--- src/rtl/shift_seq_pkg.sv ---
// Shared definitions for the shift-register sequencer.
// Holds the command opcode encodings, the controller state encodings and
// the s1/s0 mode-select constants driven into the universal shift register.
// No ports; imported by the interface, the datapath and the controller.
package shift_seq_pkg;

    typedef enum logic [1:0] {
        OP_NOP  = 2'b00,
        OP_SHR  = 2'b01,
        OP_SHL  = 2'b10,
        OP_LOAD = 2'b11
    } op_t;

    typedef enum logic [1:0] {
        ST_IDLE = 2'b00,
        ST_EXEC = 2'b01,
        ST_DONE = 2'b10
    } state_t;

    // {s1, s0} mode select for the universal shift register
    localparam logic [1:0] MODE_HOLD = 2'b00;
    localparam logic [1:0] MODE_SHR  = 2'b01;
    localparam logic [1:0] MODE_SHL  = 2'b10;
    localparam logic [1:0] MODE_LOAD = 2'b11;

    // True for the two opcodes that consume a shift count
    function automatic logic op_is_shift(input op_t op);
        return (op == OP_SHR) || (op == OP_SHL);
    endfunction

endpackage

--- src/rtl/shift_reg_sequencer_if.sv ---
// Command channel between a host front end and the shift-register sequencer.
// Signals:
//   cmd_valid  host has a command
//   cmd_ready  sequencer can take a command this cycle
//   cmd_op     opcode (NOP / shift right / shift left / load)
//   cmd_rot    1 = rotate, 0 = fill from serial_in
//   cmd_count  number of shift cycles
//   cmd_data   parallel load value
// Modports: master (host side), slave (sequencer side).
interface shift_reg_sequencer_if
    import shift_seq_pkg::*;
#(
    parameter int WIDTH = 4,
    parameter int CNT_W = 3
);

    logic             cmd_valid;
    logic             cmd_ready;
    op_t              cmd_op;
    logic             cmd_rot;
    logic [CNT_W-1:0] cmd_count;
    logic [WIDTH-1:0] cmd_data;

    modport master (
        output cmd_valid, cmd_op, cmd_rot, cmd_count, cmd_data,
        input  cmd_ready
    );

    modport slave (
        input  cmd_valid, cmd_op, cmd_rot, cmd_count, cmd_data,
        output cmd_ready
    );

endinterface

--- src/rtl/universal_shift_reg_sync.sv ---
// WIDTH-bit universal shift register with synchronous active-high clear.
// Ports:
//   CLK     clock, rising edge
//   Clear   synchronous clear, wins over every mode
//   s1, s0  mode: 00 hold, 01 shift right, 10 shift left, 11 parallel load
//   MSB_in  bit entering the MSB on a right shift
//   LSB_in  bit entering the LSB on a left shift
//   I_par   parallel load value
//   A_par   register contents
module universal_shift_reg_sync
    import shift_seq_pkg::*;
#(
    parameter int WIDTH = 4
) (
    input  logic             CLK,
    input  logic             Clear,
    input  logic             s1,
    input  logic             s0,
    input  logic             MSB_in,
    input  logic             LSB_in,
    input  logic [WIDTH-1:0] I_par,
    output logic [WIDTH-1:0] A_par
);

    always_ff @(posedge CLK) begin
        if (Clear) begin
            A_par <= '0;
        end else begin
            case ({s1, s0})
                MODE_SHR:  A_par <= {MSB_in, A_par[WIDTH-1:1]};
                MODE_SHL:  A_par <= {A_par[WIDTH-2:0], LSB_in};
                MODE_LOAD: A_par <= I_par;
                default:   A_par <= A_par;
            endcase
        end
    end

endmodule

--- src/rtl/shift_reg_sequencer.sv ---
// Command-driven controller for a universal shift register.
// Takes one command at a time over a valid/ready channel, drives the
// register's mode select for the required number of cycles and then pulses
// done for one cycle. Callers never touch the mode pins directly.
// Ports:
//   CLK        clock, rising edge
//   Clear      synchronous active-high reset, abandons any command in flight
//   cmd        command channel (slave side)
//   serial_in  fill bit for non-rotating shifts
//   A_par      register contents
//   busy       command in progress
//   done       one-cycle completion pulse, A_par holds the final value
module shift_reg_sequencer
    import shift_seq_pkg::*;
#(
    parameter int WIDTH = 4,
    parameter int CNT_W = 3
) (
    input  logic                  CLK,
    input  logic                  Clear,
    shift_reg_sequencer_if.slave  cmd,
    input  logic                  serial_in,
    output logic [WIDTH-1:0]      A_par,
    output logic                  busy,
    output logic                  done
);

    state_t           state;
    state_t           state_next;
    op_t              op_q;
    logic             rot_q;
    logic [CNT_W-1:0] cnt_q;
    logic [WIDTH-1:0] data_q;
    logic [1:0]       mode;
    logic             ready;
    logic             accept;
    logic             msb_in;
    logic             lsb_in;

    assign accept        = cmd.cmd_valid && ready;
    assign cmd.cmd_ready = ready;
    assign busy          = ~ready;

    // State register
    always_ff @(posedge CLK) begin
        if (Clear) begin
            state <= ST_IDLE;
        end else begin
            state <= state_next;
        end
    end

    // Command latch and shift down-counter; fields only need to be valid
    // in the accept cycle, so everything the EXEC phase uses is held here.
    always_ff @(posedge CLK) begin
        if (Clear) begin
            op_q   <= OP_NOP;
            rot_q  <= 1'b0;
            cnt_q  <= '0;
            data_q <= '0;
        end else if (accept) begin
            op_q   <= cmd.cmd_op;
            rot_q  <= cmd.cmd_rot;
            cnt_q  <= cmd.cmd_count;
            data_q <= cmd.cmd_data;
        end else if (state == ST_EXEC && op_is_shift(op_q) && cnt_q != '0) begin
            cnt_q <= cnt_q - 1'b1;
        end
    end

    // Next state and mode decode; NOP and zero-count shifts skip EXEC so
    // the register is never touched for them.
    always_comb begin
        state_next = state;
        mode       = MODE_HOLD;
        ready      = 1'b0;
        done       = 1'b0;
        case (state)
            ST_IDLE: begin
                ready = 1'b1;
                if (cmd.cmd_valid) begin
                    if (cmd.cmd_op == OP_NOP ||
                        (op_is_shift(cmd.cmd_op) && cmd.cmd_count == '0)) begin
                        state_next = ST_DONE;
                    end else begin
                        state_next = ST_EXEC;
                    end
                end
            end
            ST_EXEC: begin
                case (op_q)
                    OP_LOAD: begin
                        mode       = MODE_LOAD;
                        state_next = ST_DONE;
                    end
                    OP_SHR, OP_SHL: begin
                        mode = (op_q == OP_SHR) ? MODE_SHR : MODE_SHL;
                        if (cnt_q == CNT_W'(1)) begin
                            state_next = ST_DONE;
                        end
                    end
                    default: state_next = ST_DONE;
                endcase
            end
            ST_DONE: begin
                done       = 1'b1;
                state_next = ST_IDLE;
            end
            default: state_next = ST_IDLE;
        endcase
    end

    // Fill-bit mux: rotation feeds the bit falling off the opposite end
    always_comb begin
        msb_in = 1'b0;
        lsb_in = 1'b0;
        if (state == ST_EXEC) begin
            msb_in = rot_q ? A_par[0]       : serial_in;
            lsb_in = rot_q ? A_par[WIDTH-1] : serial_in;
        end
    end

    universal_shift_reg_sync #(
        .WIDTH (WIDTH)
    ) u_reg (
        .CLK    (CLK),
        .Clear  (Clear),
        .s1     (mode[1]),
        .s0     (mode[0]),
        .MSB_in (msb_in),
        .LSB_in (lsb_in),
        .I_par  (data_q),
        .A_par  (A_par)
    );

endmodule
--- src/flat_wrapper.sv ---
// flat-port wrapper written by rule: the top's interface ports become plain ports
module shift_reg_sequencer_flat import shift_seq_pkg::*;
#(
    parameter int WIDTH = 4,
    parameter int CNT_W = 3
)
  (CLK, Clear, serial_in, A_par, busy, done, cmd_cmd_valid, cmd_cmd_op, cmd_cmd_rot, cmd_cmd_count, cmd_cmd_data, cmd_cmd_ready);
  shift_reg_sequencer_if #(.WIDTH(WIDTH), .CNT_W(CNT_W)) cmd_i ();
  input  logic CLK;
  input  logic Clear;
  input  logic serial_in;
  output logic [WIDTH-1:0] A_par;
  output logic busy;
  output logic done;
  input wire logic [$bits(cmd_i.cmd_valid)-1:0] cmd_cmd_valid;
  input wire logic [$bits(cmd_i.cmd_op)-1:0] cmd_cmd_op;
  input wire logic [$bits(cmd_i.cmd_rot)-1:0] cmd_cmd_rot;
  input wire logic [$bits(cmd_i.cmd_count)-1:0] cmd_cmd_count;
  input wire logic [$bits(cmd_i.cmd_data)-1:0] cmd_cmd_data;
  output wire logic [$bits(cmd_i.cmd_ready)-1:0] cmd_cmd_ready;
  assign cmd_i.cmd_valid = cmd_cmd_valid;
  assign cmd_i.cmd_op = cmd_cmd_op;
  assign cmd_i.cmd_rot = cmd_cmd_rot;
  assign cmd_i.cmd_count = cmd_cmd_count;
  assign cmd_i.cmd_data = cmd_cmd_data;
  assign cmd_cmd_ready = cmd_i.cmd_ready;
  shift_reg_sequencer #(.WIDTH(WIDTH), .CNT_W(CNT_W)) u_core (.CLK(CLK), .Clear(Clear), .cmd(cmd_i), .serial_in(serial_in), .A_par(A_par), .busy(busy), .done(done));
endmodule
--- config.mk ---
export PLATFORM = sky130hd
export DESIGN_NAME = shift_reg_sequencer_flat
export DESIGN_NICKNAME = d
export VERILOG_FILES = /design/src/rtl/shift_seq_pkg.sv /design/src/rtl/shift_reg_sequencer_if.sv /design/src/rtl/universal_shift_reg_sync.sv /design/src/rtl/shift_reg_sequencer.sv /design/src/flat_wrapper.sv
export SDC_FILE = /design/constraint.sdc
export NUM_CORES = 1
export LEC_CHECK = 0
export BUFFER_PORTS_ARGS = -buffer_cell sky130_fd_sc_hd__buf_2
export CAP_MARGIN = 25
export CORE_ASPECT_RATIO = 1.2
export CORE_MARGIN = 1.5
export CORE_UTILIZATION = 51
export CTS_CLUSTER_DIAMETER = 150
export DETAILED_ROUTE_END_ITERATION = 10
export GPL_TIMING_DRIVEN = 0
export HOLD_SLACK_MARGIN = 0.1
export PLACE_DENSITY_LB_ADDON = 0.2
export SETUP_SLACK_MARGIN = 0.05
export SLEW_MARGIN = 20
export SYNTH_ARGS = -nofsm -noshare
export SYNTH_HDL_FRONTEND = slang
export SYNTH_SLANG_ARGS = --single-unit
--- constraint.sdc ---
create_clock -name CLK -period 1.8 [get_ports CLK]
set_input_delay 0.09 -clock CLK [delete_from_list [all_inputs] [get_ports CLK]]
set_output_delay 0.09 -clock CLK [all_outputs]
set_load 0.02 [all_outputs]
==> impl_metrics.csv <==
group,metric,value,unit
outcome,status,"finished, final reports clean",
synth,ys_top_cells_by_area,"dfxtp_1 35%, ha_1 11%, nand2_1 8.7%",
finish,antenna_cells,0,
synth,synth_edf_count,0,
flow_run,cap_violations,0,
timing,min_period,1.60,ns
critical_path,path_class,"flip-flop to flip-flop",
synth,yosysWarnings,0,
route,ant_nets,0,
timing,fin_ws,0.205,ns
critical_path,worstPathMaxFanout,4,
timing,timing.slew.headroom,0.690,
grt,grtUsageTotal,0.200,
cts,cts-htree-levels,1,
grt,grt.overflow.total,0,
power,leakagePower,0.000505,uW
timing,finClkSkew,0.00999,ns
route,drtPass1Iterations,4,
placed_design,placed_cell_area,1030,sq um
grt,grt_first_pass_wirelength,3.27,mm
timing,hold_ws,0.109,ns
finish,final_util,0.711,
critical_path,worstPathRequired,2.01,ns
worst_hold_path,min_path_type,"input pin to flip-flop",
die,io-pin-count,21,
cts,clk_pin_slew,0.10,ns
power,ir_drop,0.425,mV
timing,rsz0062_at_grt,"false",
route,drtIter0Drc,8,
synth,synth_area,905,sq um
cts,post_cts_buffers,0,
die,rows,16,
grt,grt_max_degree,11,
route,wl_per_cell,12.1,um
timing,period_share,0.886,
timing,fmax,627,MHz
critical_path,worst-endpoint-arrival,1.81,ns
critical_path,r2r_slack,0.20,ns
timing,worstMarginPinSlew,0.464,ns
cts,clock_latency,0.28,ns
finish,area.growth.synth_to_final,29.0,%
cts,cts_tree,"yes",
synth,synthCells,112,
route,drc_errors,0,
synth,yosysUniqueCellTypes,34,
finish,fin_nets,169,
critical_path,endpoint_kind,"flip-flop",
finish,layout-drive-gt1-share,0.226,
cts,cts.path.max_buffers,2,
synth,synth-main-ff-cell,"dfxtp_1",
cts,clock_tree.root_cell,"clkbuf_4",
route,via_per_inst,5.43,
synth,synth_top_area_frac,0.354,
grt,grt_antenna_before_repair,0,
route,vias,891,
die,fp.dieH,49.1,um
power,power-per-cell-area,706,nW/um^2
die,start_util,0.551,
die,die_area,2040,sq um
placed_design,gp_congestion,0.891,
placed_design,place_ws,0.236,ns
synth,ys_seq_area_frac,0.354,
grt,grt_pass1_vias,799,
route,wl,1.98,mm
synth,synth_seq_cells,16,
synth,synth_area_per_cell,8.08,sq um
die,die_w,41.4,um
cts,cts_made_buffers,3,
synth,yosys.area.top_type,"dfxtp_1",
timing,tns,0,ns
synth,synth_nets,134,
timing,drv_slew,0,
synth,async_flop_share,0,
die,core_area,1640,sq um
cts,numClockSinks,16,
placed_design,post-dp-hpwl,1.43,mm
finish,finalInstanceArea,1170,sq um
placed_design,io_buffers,20,
critical_path,critPathLaunchType,"flip-flop",
timing,hold_viol_final,0,
timing,timing.final.setup_violations,0,
[repair_timing]
| action | in CTS | in global routing |
|---|---|---|
| hold buffers | 10 | 0 |
| gates resized for setup | 0 | 1 |
| setup endpoints to repair | 0 | 1 |
| endpoints found under the hold margin | 11 | 0 |
[flip-flops by register name, indices dropped and copies added (netlist names)]
signal	flops
u_core.state	2
u_core.data_q	4
u_core.u_reg.A_par	4
u_core.op_q	2
u_core.cnt_q	3
u_core.rot_q	1
[layout by cell type, fill, tap and decap left out, types with 2 or more instances in the layout]
| master | n |
|---|---|
| nand2_1 | 21 |
| dlygate4sd3_1 | 10 |
| nor2_1 | 6 |
| o21ai_0 | 3 |
| nand3_1 | 2 |
| nor2_2 | 2 |
| buf_2 | 21 |
| nor3_1 | 2 |
| ha_1 | 8 |
| clkbuf_4 | 3 |
| o22ai_1 | 2 |
| a21oi_1 | 12 |
| inv_1 | 11 |
| dfxtp_1 | 16 |
| o221ai_1 | 3 |
| a211oi_1 | 2 |
[per-stage QoR]
stage          std cells  total power (uW)
5_1_grt              164               864
2_1_floorplan        112               523
3_5_place_dp         150               576
3_3_place_gp         150               570
4_1_cts              164               825
6_report             164               824
[cell type report]
class / instances / area, sq um
Inverter: 11 / 41.3
Sequential cell: 16 / 320
Timing Repair Buffer: 30 / 200
Buffer: 3 / 20.0
Tap cell: 18 / 22.5
Fill cell: 140 / 474
Clock buffer: 4 / 36.3
Multi-Input combinational cell: 82 / 527
[where the power goes]
part	leakage, uW	switching [uW]	total, uW	internal [uW]
logic	0.000353	101	189	88.0
clock network	0.0000210	115	238	123
registers	0.000131	20.9	397	376
total	0.000505	237	824	587
[synthesized netlist by cell type (all sizes together) (2+ instances only)]
cell,count
nand2,21
dfxtp,16
a21oi,13
inv,11
ha,8
nor2,8
o21ai,3
o221ai,3
a211oi,2
buf,2
nand3,2
nor3,2
nor3b,2
o22ai,2
[kinds of logic (layout without fill, tap and decap cells)]
| kind of cell | Yosys count | in the layout | share of synthesized area |
|---|---|---|---|
| AO/OA/AOI/OAI | 29 | 29 | 0.203 |
| buffers and inverters | 14 | 48 | 0.0678 |
| XOR/XNOR | 2 | 2 | 0.0194 |
| flip-flops | 16 | 16 | 0.354 |
| AND/OR/NAND/NOR | 42 | 42 | 0.234 |
| adder cells (fa/ha/maj) | 8 | 8 | 0.111 |
| multiplexers | 1 | 1 | 0.0111 |
[worst paths after layout]
kind / start / end / depth (start not counted)
setup / recovery: u_core.op_q[0] / u_core.u_reg.A_par[2] / 6
hold / removal: cmd_cmd_count[0] / u_core.cnt_q[0] / 3
setup reg to reg: u_core.op_q[0] / u_core.u_reg.A_par[2] / 6
hold reg to reg: u_core.data_q[2] / u_core.data_q[2] / 2
[layer usage]
layer  GRT usage  up-vias  wire [um]
met1       0.228      410        853
met4      0.0484        0         27
met2       0.385       20       1040
li1            -      455          -
met3      0.0222        6         53
met5           0        -          0
[worst max-delay path, cell delays in order, from the launching register on]
cell	delay, ns
dfxtp_1	0.39
inv_1	0.08
ha_1	0.23
or3b_4	0.40
nor2_2	0.17
o221ai_1	0.13
a21oi_1	0.13
No activity file was read; power rests on OpenSTA's default activity.
